==> src/rtl/jtpopeye_pkg.sv <==
`default_nettype none
// ==================================================================
// jtpopeye_pkg: object scanner / line-buffer shared definitions
// rev 1.0
// ==================================================================
package jtpopeye_pkg;

  typedef enum logic [2:0] {
    IDLE = 3'd0,
    YRD  = 3'd1,
    YCHK = 3'd2,
    ARD  = 3'd3,
    WR   = 3'd4,
    ENDM = 3'd5
  } objscan_state_t;

  // Y value marking an unused table entry
  localparam logic [7:0] OBJ_OFF = 8'hFF;

  localparam int BD_VALID = 31;
  localparam int BD_B3    = 24;
  localparam int BD_B2    = 16;
  localparam int BD_B1    = 8;
  localparam int BD_YOFF  = 0;

  typedef struct packed {
    logic       valid;
    logic [6:0] b3;
    logic [7:0] b2;
    logic [7:0] b1;
    logic [7:0] yoff;
  } objbuf_t;

endpackage
`default_nettype wire

==> src/rtl/jtpopeye_objscan_cmp.sv <==
`default_nettype none
// ==================================================================
// jtpopeye_objscan_cmp: line offset and in-range test for one entry
// rev 1.0
// ==================================================================
module jtpopeye_objscan_cmp #(
  parameter int OBJH = 16
) (
  input  logic [7:0] v,
  input  logic [7:0] y,
  output logic [7:0] yoff,
  output logic       hit
);
  import jtpopeye_pkg::*;

  localparam logic [8:0] OBJH9 = 9'(OBJH);

  // modulo-256 so objects straddling the bottom wrap to line 0
  assign yoff = v + 8'd1 - y;
  assign hit  = (y != OBJ_OFF) && ({1'b0, yoff} < OBJH9);

endmodule
`default_nettype wire

==> src/rtl/jtpopeye_objscan.sv <==
`default_nettype none
// ==================================================================
// jtpopeye_objscan: scans the 64-entry object table for line V+1
// rev 1.0
// ==================================================================
module jtpopeye_objscan #(
  parameter int OBJH   = 16,
  parameter int MAXOBJ = 32
) (
  input  logic        clk,
  input  logic        rst,
  input  logic        pxl_cen,
  input  logic        line_start,
  input  logic [7:0]  V,
  output logic [7:0]  obj_addr,
  input  logic [7:0]  obj_dout,
  output logic        buf_we,
  output logic [5:0]  buf_addr,
  output logic [31:0] buf_data,
  output logic        busy,
  output logic        ovf
);
  import jtpopeye_pkg::*;

  localparam logic [5:0] SLOT_MAX = 6'(MAXOBJ);

  objscan_state_t state, state_nxt;
  logic [5:0] entry, entry_nxt;
  logic [5:0] slot, slot_nxt;
  logic [1:0] bsel, bsel_nxt;
  logic [7:0] b1, b1_nxt;
  logic [7:0] b2, b2_nxt;
  logic [6:0] b3, b3_nxt;
  logic [7:0] yoff_r, yoff_nxt;
  logic [7:0] addr_nxt;
  logic       we, we_nxt;
  logic [5:0] baddr_nxt;
  objbuf_t    bdata, bdata_nxt;
  logic       busy_nxt, ovf_nxt;

  logic [7:0] yoff;
  logic       hit;

  jtpopeye_objscan_cmp #(.OBJH(OBJH)) u_cmp (
    .v    (V),
    .y    (obj_dout),
    .yoff (yoff),
    .hit  (hit)
  );

  // strobe only ever visible during an enabled cycle
  assign buf_we   = we & pxl_cen;
  assign buf_data = bdata;

  always_ff @(posedge clk or posedge rst) begin
    if (rst) begin
      state <= IDLE;
    end else if (pxl_cen) begin
      state <= state_nxt;
    end
  end

  always_ff @(posedge clk or posedge rst) begin
    if (rst) begin
      entry    <= '0;
      slot     <= '0;
      bsel     <= '0;
      b1       <= '0;
      b2       <= '0;
      b3       <= '0;
      yoff_r   <= '0;
      obj_addr <= '0;
      we       <= 1'b0;
      buf_addr <= '0;
      bdata    <= '0;
      busy     <= 1'b0;
      ovf      <= 1'b0;
    end else if (pxl_cen) begin
      entry    <= entry_nxt;
      slot     <= slot_nxt;
      bsel     <= bsel_nxt;
      b1       <= b1_nxt;
      b2       <= b2_nxt;
      b3       <= b3_nxt;
      yoff_r   <= yoff_nxt;
      obj_addr <= addr_nxt;
      we       <= we_nxt;
      buf_addr <= baddr_nxt;
      bdata    <= bdata_nxt;
      busy     <= busy_nxt;
      ovf      <= ovf_nxt;
    end
  end

  always_comb begin
    state_nxt = state;
    entry_nxt = entry;
    slot_nxt  = slot;
    bsel_nxt  = bsel;
    b1_nxt    = b1;
    b2_nxt    = b2;
    b3_nxt    = b3;
    yoff_nxt  = yoff_r;
    addr_nxt  = obj_addr;
    we_nxt    = 1'b0;
    baddr_nxt = buf_addr;
    bdata_nxt = bdata;
    busy_nxt  = busy;
    ovf_nxt   = ovf;

    // a new line start always wins, discarding any scan in flight
    if (line_start) begin
      state_nxt = YRD;
      entry_nxt = '0;
      slot_nxt  = '0;
      ovf_nxt   = 1'b0;
      busy_nxt  = 1'b1;
    end else begin
      unique case (state)
        IDLE: ;
        YRD: begin
          addr_nxt  = {entry, 2'd0};
          state_nxt = YCHK;
        end
        YCHK: begin
          if (hit && slot < SLOT_MAX) begin
            yoff_nxt  = yoff;
            addr_nxt  = {entry, 2'd1};
            bsel_nxt  = 2'd1;
            state_nxt = ARD;
          end else begin
            if (hit) ovf_nxt = 1'b1;
            if (entry == 6'd63) begin
              state_nxt = ENDM;
            end else begin
              entry_nxt = entry + 6'd1;
              state_nxt = YRD;
            end
          end
        end
        ARD: begin
          unique case (bsel)
            2'd1: begin
              b1_nxt   = obj_dout;
              addr_nxt = {entry, 2'd2};
              bsel_nxt = 2'd2;
            end
            2'd2: begin
              b2_nxt   = obj_dout;
              addr_nxt = {entry, 2'd3};
              bsel_nxt = 2'd3;
            end
            default: begin
              b3_nxt    = obj_dout[6:0];
              state_nxt = WR;
            end
          endcase
        end
        WR: begin
          we_nxt          = 1'b1;
          baddr_nxt       = slot;
          bdata_nxt.valid = 1'b1;
          bdata_nxt.b3    = b3;
          bdata_nxt.b2    = b2;
          bdata_nxt.b1    = b1;
          bdata_nxt.yoff  = yoff_r;
          slot_nxt        = slot + 6'd1;
          if (entry == 6'd63) begin
            state_nxt = ENDM;
          end else begin
            entry_nxt = entry + 6'd1;
            state_nxt = YRD;
          end
        end
        ENDM: begin
          if (slot < SLOT_MAX) begin
            we_nxt    = 1'b1;
            baddr_nxt = slot;
            bdata_nxt = '0;
          end
          busy_nxt  = 1'b0;
          state_nxt = IDLE;
        end
        default: state_nxt = IDLE;
      endcase
    end
  end

endmodule
`default_nettype wire

==> config.mk <==
export PLATFORM = sky130hd
export DESIGN_NAME = jtpopeye_objscan
export DESIGN_NICKNAME = d
export VERILOG_FILES = /design/src/rtl/jtpopeye_pkg.sv /design/src/rtl/jtpopeye_objscan_cmp.sv /design/src/rtl/jtpopeye_objscan.sv
export SDC_FILE = /design/constraint.sdc
export NUM_CORES = 1
export LEC_CHECK = 0
export ABC_AREA = 1
export CAP_MARGIN = 20
export CORE_MARGIN = 3
export CORE_UTILIZATION = 49
export CTS_CLUSTER_DIAMETER = 100
export DETAILED_ROUTE_END_ITERATION = 6
export GPL_ROUTABILITY_DRIVEN = 1
export PLACE_DENSITY = 0.77
export SETUP_SLACK_MARGIN = 0.5
export SLEW_MARGIN = 10
export SYNTH_ARGS = -nofsm -noshare
export SYNTH_HDL_FRONTEND = slang
export SYNTH_SLANG_ARGS = --single-unit
==> constraint.sdc <==
create_clock -name clk -period 3.6 [get_ports clk]
set_input_delay 1.08 -clock clk [delete_from_list [all_inputs] [get_ports clk]]
set_output_delay 1.08 -clock clk [all_outputs]
set_load 0.01 [all_outputs]
* Yosys cells after proc, flatten, opt, wreduce, memory -nomap -nowiden
Index checks and enable logic that the tools add are counted.
** Word-level totals
- Word-level logic and storage cells :: 97
- Register bits after elaboration :: 97
** Operators by class
- Bitwise operators :: 3
- Add/subtract/negate cells :: 4
- Equal/unequal tests :: 16
- Magnitude comparators :: 2
- Reduce and logical (&&, ||, !) cells :: 24
- Mux-type cells :: 30
** Operators with widths (number)
- case mux 32 bit (2 select lines) :: 1
- two-way mux 6 bit :: 6
- two-way mux 32 bit :: 1
- case mux 6 bit (2 select lines) :: 2
- case mux 8 bit (3 select lines) :: 1
- AND reduction 4 bit :: 6
- case mux 8 bit (2 select lines) :: 1
- case mux 3 bit (5 select lines) :: 1
- adder 6 x 1 -> 6 bit, second input constant :: 2
- two-way mux 3 bit :: 4
- nonzero test 2 bit :: 6
- AND reduction 5 bit :: 2
- inequality test 3 bit, second input constant :: 3
- adder 8 x 1 -> 8 bit, second input constant :: 1
- less-than comparator 8 x 5 -> 1 bit, second input constant :: 1
- two-way mux 1 bit :: 8
- two-way mux 8 bit :: 1
- inequality test 2 bit, second input constant :: 4
- inequality test 8 bit, second input constant :: 1
- case mux 2 bit (2 select lines) :: 2
- subtractor 8 bit :: 1
- == test 3 x 2 -> 1 bit, second input constant :: 2
- == test 3 bit, second input constant :: 2
- == test 6 bit, second input constant :: 1
- other kinds (14) :: 19

* Logic depth before layout (Yosys ltp)
Gate-level depths: netlist of run 1.
- Depth after elaboration :: 8
- Gate-level depth with buffers :: 18

* By module
From an unflattened synthesis of run 1, not the netlist that was laid out.
** Second synthesis, totals
- Cell total of the unflattened synthesis :: 571
- Area, all modules :: 4621.9 µm²
** By module, submodules not included
- jtpopeye_objscan :: cells an instance 483, times used 1, area an instance 4121.5 µm²
- jtpopeye_objscan_cmp :: cells an instance 88, times used 1, area an instance 500.5 µm²

* Least setup slack after synthesis of run 1
OpenSTA, ideal clock, no wires.
- Path kind :: input -> register
- Start :: input V[1]
- End :: register bsel[0]
- Path buffers :: 1
- Setup time :: 0.118 ns
- Cell stages on the path :: 18
- Data arrival time :: 3.003 ns
- Data required time :: 3.482 ns
- Setup slack :: 0.478 ns
- Cell sequence :: inv_1 ha_1 inv_1 ha_1 fa_1 nand2_1 nand2_1 nand3_1 nand2_1 nand2_1 inv_1 nor2_2 nand4_1 nand2_1 buf_6 nand3_1 nand2_1 nand2_1
** On the way
- Longest elaborated chain between the ends :: 7
** RTL lines
- start, declared :: line jtpopeye_objscan.sv:14 : input logic [7:0] V,
- adder 8 x 1 -> 8 bit :: line jtpopeye_objscan_cmp.sv:19 : assign yoff = v + 8'd1 - y;
- subtractor 8 bit :: line jtpopeye_objscan_cmp.sv:19
- less-than comparator 8 x 5 -> 1 bit :: line jtpopeye_objscan_cmp.sv:20 : assign hit = (y != OBJ_OFF) && ({1'b0, yoff} < OBJH9);
- logical AND 1 bit :: line jtpopeye_objscan_cmp.sv:20
- logical AND 1 bit :: line jtpopeye_objscan.sv:126 : if (hit && slot < SLOT_MAX) begin
- inequality test 2 bit (no source line)
- AND reduction 5 bit (no source line)
- end signal, assigned :: line jtpopeye_objscan.sv:81 : bsel <= bsel_nxt;
- end, declared :: line jtpopeye_objscan.sv:30 : logic [1:0] bsel, bsel_nxt;
Every way passes these cells.
A chain may end at the register's enable or synchronous reset.

* Final worst setup path of run 1
- Start :: input obj_dout[1]
- End :: register entry[0]
** On the way
- Longest elaborated chain between the ends :: 6
- Elaborated cells on any way between the ends :: 7
- Those cells by class :: add/sub (1); order compare (1); eq/ne (2); reduce/logical (3)
** RTL lines
- start, declared :: line jtpopeye_objscan.sv:16 : input logic [7:0] obj_dout,
- subtractor 8 bit :: line jtpopeye_objscan_cmp.sv:19
- less-than comparator 8 x 5 -> 1 bit :: line jtpopeye_objscan_cmp.sv:20
- logical AND 1 bit (*) :: line jtpopeye_objscan_cmp.sv:20
- logical AND 1 bit (*) :: line jtpopeye_objscan.sv:126
- inequality test 3 bit (no source line) (*)
- AND reduction 3 bit (no source line) (*)
- end signal, assigned :: line jtpopeye_objscan.sv:79 : entry <= entry_nxt;
- end, declared :: line jtpopeye_objscan.sv:28 : logic [5:0] entry, entry_nxt;
Every way passes the cells marked *; elsewhere a longest branch is shown, timed or not.

==> impl_metrics.py, run 1 <==
metrics = {
    "setup_path": {
        "r2r_slack_ns": 1.80,
        "cp_max_fo": 7,
        "crit_top_cell": "nand2_1",
        "cpPeakStageDelay_ns": 0.39,
        "end_kind": "register",
        "r2r-end": "b2[6]$_DFFE_PP0P_",
        "r2r-start": "state[2]$_DFFE_PP0P_",
        "worst_setup_path_start_kind": "input port",
        "path_cells": "buf_8, ha_4, inv_4, ha_4, fa_2, nand2_1, nand2_1, nand3_1, nand3_1, nor2_2, buf_4, nand3_4, nor2_4, nand2_4, nand2_8, nand2_2, nand2_1",
        "cp_top_family": "simple AND/OR/NAND/NOR gates",
        "cp-startpoint": "obj_dout[1]",
        "slowest_stage": "fa_2",
        "critPathBufInv": 3,
        "worstPathArrival_ns": 3.30,
        "worstSetupPathType": "in2reg",
        "r2r_cells": 6,
        "cp_data_required_time_ns": 3.91,
    },
    "global_routing": {
        "grt_remaining_overflow": 0,
        "grt_max_degree": 98,
        "grt_pass1_vias": 3621,
        "gr-usage-met2_pct": 36.37,
        "antenna_found_initial": 0,
        "use_met1_pct": 28.98,
        "busiest_layer": "met2",
        "grtUsageTotal_pct": 21.79,
        "grt_pass1_wl_microns": 17470,
        "met3_usage_pct": 3.512,
    },
    "power": {
        "power_density_nw_per_um2": 525.2,
        "p_total_mw": 3.066,
        "power.leakage_nw": 2.915,
        "peakVddDrop_v": 0.0002138,
    },
    "layout": {
        "fillCellCount": 671,
        "layout-drive-gt1-share_pct": 17.28,
        "syn_to_final_growth_pct": 30.31,
        "nets": 600,
        "diodes": 0,
        "fin_cells": 675,
    },
    "timing": {
        "drv_slew": 0,
        "hold_ws_ns": 0.4783,
        "setup_ws_ns": 0.6090,
        "setup_viol": 0,
        "slew-limit-headroom_pct": 53.64,
        "worstMarginPinSlew_ns": 0.6900,
        "hold_violations": 0,
        "period_needed_ns": 2.991,
        "fin_crit_sh_pct": 83.08,
        "tns_ns": 0,
        "fin_skew_ns": 0.009839,
        "fmax_mhz": 334.3,
        "rsz0062_at_grt": "yes",
    },
    "logic_synthesis": {
        "avgSynthCellArea_sq_um": 9.470,
        "synthFlopType": "dfrtp_1",
        "synth.distinct_cells": 35,
        "synth.most_common_cell": "nand2_1",
        "synth_edf_count": 0,
        "async_flop_share_pct": 100.0,
        "synth_commonest_cells": "132 x nand2_1, 97 x dfrtp_1, 44 x inv_1",
        "yosys.area.top_type_share_pct": 54.19,
        "synthesis.area_sq_um": 4479,
        "ys_top_cells_by_area": "dfrtp_1 54%, nand2_1 11%, a22o_1 5.5%, ha_1 4.7%, o21ai_0 3.9%",
        "ys_seq_elements": 97,
        "yosysWarnings": 0,
        "ys_seq_area_share_pct": 54.19,
        "syn_inst": 473,
        "yosys.area.top_type": "dfrtp_1",
        "syn_nets": 511,
    },
    "floorplan": {
        "io-pin-count": 69,
        "die-height_microns": 101.6,
        "dieArea_sq_um": 10320,
        "initial_core_util_pct": 50.87,
        "die_x_microns": 101.6,
        "core_sq_um": 8806,
        "std_cell_rows": 34,
    },
    "run_status": {
        "status": "complete, no violations",
    },
    "detailed_routing": {
        "viasPerCell": 5.409,
        "drtIter0Drc": 243,
        "ant_nets": 0,
        "firstDrtPassIters": 4,
        "routed_wl_microns": 10560,
        "drc": 0,
        "wl_per_cell_microns": 15.65,
        "vias": 3651,
    },
    "place": {
        "dp_slack_ns": -0.1160,
        "gp_congestion": 0.8590,
        "io_buffers": 68,
        "hpwl_microns": 7324,
        "dp.cells": 654,
    },
    "run": {
        "cap_violations": 0,
    },
    "clock_tree": {
        "cts_max_path_buffers": 2,
        "ctsHtreeMaxLevel": 3,
        "cts_tree": "done",
        "cts.sinks": 97,
        "clk_pin_slew_ns": 0.10,
        "clock_latency_ns": 0.37,
        "root_buffer": "clkbuf_8",
        "numCtsBuffers": 9,
    },
    "min_path": {
        "holdPathStages": 2,
        "hold_path.class": "reg2reg",
        "hold_path_startpoint": "obj_addr[4]$_DFFE_PP0P_",
        "min_to": "obj_addr[4]$_DFFE_PP0P_",
    },
}
metrics by stage:
stage                     area (sq um)  util [%]
after floorplan                   4486         -
after global routing              5837     66.28
after detailed placement          5390     61.21
final                             5837     66.28
after global placement            5390     61.21
after CTS                         5746     65.25
power by group:
part / switching (mW) / total, mW / internal, mW
Sequential: 0.167 / 1.49 / 1.32
Clock: 0.399 / 0.682 / 0.283
Combinational: 0.480 / 0.895 / 0.415
flip-flops by register name, indices dropped and copies added (netlist names):
signal    count
yoff_r        8
b3            7
slot          6
ovf           1
busy          1
buf_data     32
b2            8
buf_addr      6
obj_addr      8
state         3
b1            8
bsel          2
entry         6
we            1
kinds of logic after synthesis:
group / share of synthesized area, %
DFF: 54.19
xor gates and xnor gates: 0.7820
buffers and inverters: 5.866
and+or+nand+nor: 22.46
AOI/OAI and AO/OA: 11.51
adders and majority gates: 5.195
worst max-delay path by stage:
stage / end / slack (ns) / cells after the start
floorplan: bsel[0]$_DFFE_PP0P_ / 0.53 / 18
global placement: obj_addr[5]$_DFFE_PP0P_ / -0.04 / 18
detailed placement: yoff_r[6]$_DFFE_PP0P_ / -0.12 / 19
CTS: entry[0]$_DFFE_PP0P_ / 0.51 / 18
global route: entry[4]$_DFFE_PP0P_ / 0.47 / 19
finish: entry[0]$_DFFE_PP0P_ / 0.61 / 17
what timing repair did:
item,4_1_cts,5_1_grt
buffers inserted,3,2
gates resized for setup,29,35
pin swaps,14,13
setup endpoints to repair,28,26
hold buffers,0,0
endpoints found under the hold margin,0,0
routing by layer:
| metal | wire [microns] | vias up |
|---|---|---|
| met5 | 0 | - |
| met4 | 140 | 0 |
| met3 | 408 | 16 |
| met2 | 5383 | 93 |
| met1 | 4629 | 1788 |
| li1 | - | 1754 |
layout by cell type, fill, tap and decap left out, types with 2 or more instances in the layout:
| cell | instances |
|---|---|
| a22o_1 | 28 |
| ha_4 | 11 |
| nand3_4 | 3 |
| dfrtp_1 | 97 |
| nor3_1 | 5 |
| ha_1 | 5 |
| inv_2 | 13 |
| buf_4 | 22 |
| clkbuf_8 | 10 |
| buf_8 | 2 |
| a21oi_1 | 7 |
| nor3b_1 | 2 |
| nand3b_1 | 2 |
| nand2_2 | 6 |
| nor2_2 | 3 |
| dlymetal6s2s_1 | 8 |
| nand3_1 | 21 |
| inv_6 | 2 |
| o21ai_0 | 35 |
| inv_4 | 2 |
| nand4_1 | 15 |
| nor2_4 | 5 |
| nor2_1 | 18 |
| clkdlybuf4s50_1 | 53 |
| nand2_1 | 126 |
| dlygate4sd2_1 | 3 |
| nand2_4 | 2 |
| nor3_2 | 2 |
| xor2_1 | 4 |
| inv_1 | 34 |
| clkinv_4 | 2 |
worst min-delay path: stages (launching register included):
cell,delay [ns]
dfrtp_1,0.36
nand2_1,0.05
nand2_1,0.04
cell type report:
cell class | instances | area, sq um | share of cell area, %
clock buffers | 11 | 141.4 | 2.422
multi-input cells | 312 | 1992 | 34.13
inverters | 50 | 196.4 | 3.365
flip-flops and latches | 97 | 2427 | 41.59
clock inverters | 5 | 46.29 | 0.7931
repair buffers | 92 | 898.4 | 15.39
well taps | 108 | 135.1 | 2.315
Note: power is estimated with default switching activity, not from simulation.
==> run 2: changes to the inputs <==
--- a/config.mk
+++ b/config.mk
@@ -8,11 +8,11 @@
 export ABC_AREA = 1
 export CAP_MARGIN = 20
 export CORE_MARGIN = 3
-export CORE_UTILIZATION = 49
+export CORE_UTILIZATION = 54
 export CTS_CLUSTER_DIAMETER = 100
 export DETAILED_ROUTE_END_ITERATION = 6
 export GPL_ROUTABILITY_DRIVEN = 1
-export PLACE_DENSITY = 0.77
+export PLACE_DENSITY = 0.8
 export SETUP_SLACK_MARGIN = 0.5
 export SLEW_MARGIN = 10
 export SYNTH_ARGS = -nofsm -noshare
==> constraint.sdc (replaced) <==
create_clock -name clk -period 2.9 [get_ports clk]
set_input_delay 0.87 -clock clk [delete_from_list [all_inputs] [get_ports clk]]
set_output_delay 0.87 -clock clk [all_outputs]
set_load 0.01 [all_outputs]
==> run 2 against run 1 <==
  * Clock power up 26%
  * Die area is 8.7% lower
  * Sequential share of layout area shrank 0.96 points
  * First-iteration DRC count fell by 19%
  * Clock-buffer cell count shrank 2
  * Final cell count grew 0.59%
  * Non-clock buffer count grew 10
  * Global-route usage rose by 1.6 points
  * Largest cell class unchanged
  * Critical path depth stayed put
  * Via count grew 3.3%
  * Combinational power up 33%
  * Routed wire length grew 2.5%
==> impl_metrics.py, run 2 (synthesized netlist as in run 1, its figures left out) <==
metrics = {
    "run_status": {
        "status": "complete, no violations",
    },
    "layout": {
        "final_area_sq_um": 5974,
        "layout-drive-gt1-share_pct": 22.88,
        "diodes": 0,
        "final_common_cell": "nand2_1",
        "nets": 610,
        "final_cell_mix": "115 x nand2_1, 97 x dfrtp_1, 52 x clkdlybuf4s50_1, 35 x o21ai_0, 33 x inv_1",
        "syn_to_final_growth_pct": 33.38,
        "fillCellCount": 534,
        "largest_reg_flops": 32,
    },
    "floorplan": {
        "initial_core_util_pct": 56.79,
        "die-height_microns": 97.08,
        "io-pin-count": 69,
        "die_x_microns": 97.08,
        "std_cell_rows": 32,
        "dieArea_sq_um": 9424,
        "core_sq_um": 7888,
    },
    "power": {
        "p_total_mw": 3.904,
        "switchingPower_mw": 1.370,
        "seqPwrFrac_pct": 47.5,
        "p_sw_share_pct": 35.10,
        "power.leakage_nw": 2.913,
        "p_clk_share_pct": 22.0,
        "peakVddDrop_v": 0.0002931,
        "comb_power_share_pct": 30.4,
        "internal_power_mw": 2.534,
        "power_density_nw_per_um2": 653.4,
    },
    "global_routing": {
        "grtUsageTotal_pct": 23.37,
        "antenna_found_initial": 0,
        "grt_pass1_wl_microns": 18020,
        "grt_remaining_overflow": 0,
        "grt_pass1_vias": 3776,
        "grt_max_degree": 98,
    },
    "timing": {
        "fin_crit_sh_pct": 91.66,
        "fmax_mhz": 376.2,
        "tns_ns": 0,
        "hold_ws_ns": 0.4748,
        "period_needed_ns": 2.658,
        "hold_violations": 0,
        "setup_viol": 0,
        "worstMarginPinSlew_ns": 0.5876,
        "rsz0062_at_grt": "yes",
        "slew-limit-headroom_pct": 60.53,
        "drv_slew": 0,
        "setup_ws_ns": 0.2420,
        "fin_skew_ns": 0.01256,
    },
    "setup_path": {
        "end_kind": "register",
        "r2r_slack_ns": 1.05,
        "r2r_cells": 8,
        "worstPathArrival_ns": 2.92,
        "r2r-start": "state[2]$_DFFE_PP0P_",
        "worst_setup_path_start_kind": "input port",
        "cp-startpoint": "obj_dout[3]",
        "cp_data_required_time_ns": 3.16,
        "cp_max_fo": 5,
        "worstSetupPathType": "in2reg",
    },
    "min_path": {
        "hold_path.class": "reg2reg",
        "holdPathStages": 2,
        "hold_path_startpoint": "buf_data[31]$_DFFE_PP0P_",
    },
    "detailed_routing": {
        "wl_per_cell_microns": 15.95,
        "vias": 3773,
        "viasPerCell": 5.557,
        "drc": 0,
        "routed_wl_microns": 10830,
        "firstDrtPassIters": 5,
        "drtIter0Drc": 197,
        "ant_nets": 0,
    },
    "clock_tree": {
        "cts.sinks": 97,
        "cts_tree": "done",
        "root_buffer": "clkbuf_8",
        "cts_max_path_buffers": 2,
        "ctsHtreeMaxLevel": 3,
        "ctsHoldBuffers": 0,
        "clock_latency_ns": 0.36,
        "numCtsBuffers": 9,
        "clk_pin_slew_ns": 0.10,
    },
    "run": {
        "cap_violations": 0,
    },
    "place": {
        "placed_area_sq_um": 5505,
        "gp_congestion": 0.8776,
        "io_buffers": 68,
        "hpwl_microns": 7352,
        "dp_slack_ns": -0.5957,
    },
}
## run 2: cell types whose count changed in the layout (fill, tap and decap cells not counted), moves of 3 or more
cell / previous run / this run
nand2_1: 126 / 115
buf_6: 1 / 4
nand2_2: 6 / 17
nand3_1: 21 / 17
nand3_2: 0 / 4
dlymetal6s2s_1: 8 / 0
dlygate4sd2_1: 3 / 10
nor2_2: 3 / 6
buf_4: 22 / 29
nor2_1: 18 / 13
## run 2: path summary, 6_finish.rpt
check                                           endpoint
min in group asynchronous       buf_data[20]$_DFFE_PP0P_
worst max-delay path                 bsel[1]$_DFFE_PP0P_
worst min register to register  buf_data[31]$_DFFE_PP0P_
worst max register to register      entry[1]$_DFFE_PP0P_
worst min-delay path            buf_data[31]$_DFFE_PP0P_
max in group asynchronous        buf_data[7]$_DFFE_PP0P_
## run 2: timing repair
action                     in CTS  in global routing
gates resized for setup        62                 26
setup endpoints to repair      58                 29
pin swaps                      16                 18
setup buffers                   3                  3
## run 2: worst max-delay path: stages
cell and delay, ns:
dlygate4sd2_1 0.25, inv_2 0.08, ha_4 0.21, ha_4 0.26, nand2_1 0.07, nand2_1 0.08
inv_1 0.10, nand2_1 0.07, nand2_1 0.06, nand2_1 0.07, nor2_2 0.15, nand4_1 0.16
nand2_2 0.17, buf_6 0.13, nand3_2 0.06, nand2_1 0.08, nand2_1 0.04
## run 2: power by group through the flow
stage / combinational, mW / clock (mW) / sequential [mW]
after floorplan: 0.606 / 0 / 1.87
after global placement: 1.03 / 0 / 1.86
after detailed placement: 1.07 / 0 / 1.87
after CTS: 1.13 / 0.874 / 1.85
after global routing: 1.31 / 0.929 / 1.89
final: 1.19 / 0.860 / 1.86
## run 2: area by class of cell
class	count	area, sq um	share of cell area (%)
Multi-Input combinational cell	312	2067	34.60
Timing Repair Buffer	102	955.9	16.00
Inverter	50	201.4	3.372
Tap cell	102	127.6	2.136
Clock inverter	7	71.32	1.194
Clock buffer	9	123.9	2.073
Sequential cell	97	2427	40.63
## run 2: layer usage
layer / part of all wire [%] / wire [microns] / track usage [%] / vias up
li1: - / - / - / 1762
met1: 43 / 4665 / 30.74 / 1850
met2: 49 / 5350 / 39.12 / 122
met3: 4.5 / 489 / 3.661 / 39
met4: 3.0 / 323 / 8.963 / 0
met5: 0 / 0 / 0 / -
## run 2: metrics by stage
stage	instances	utilization, %
global placement	657	69.80
global route	679	75.75
detailed placement	657	69.80
CTS	676	74.46
finish	679	75.75
floorplan	473	-
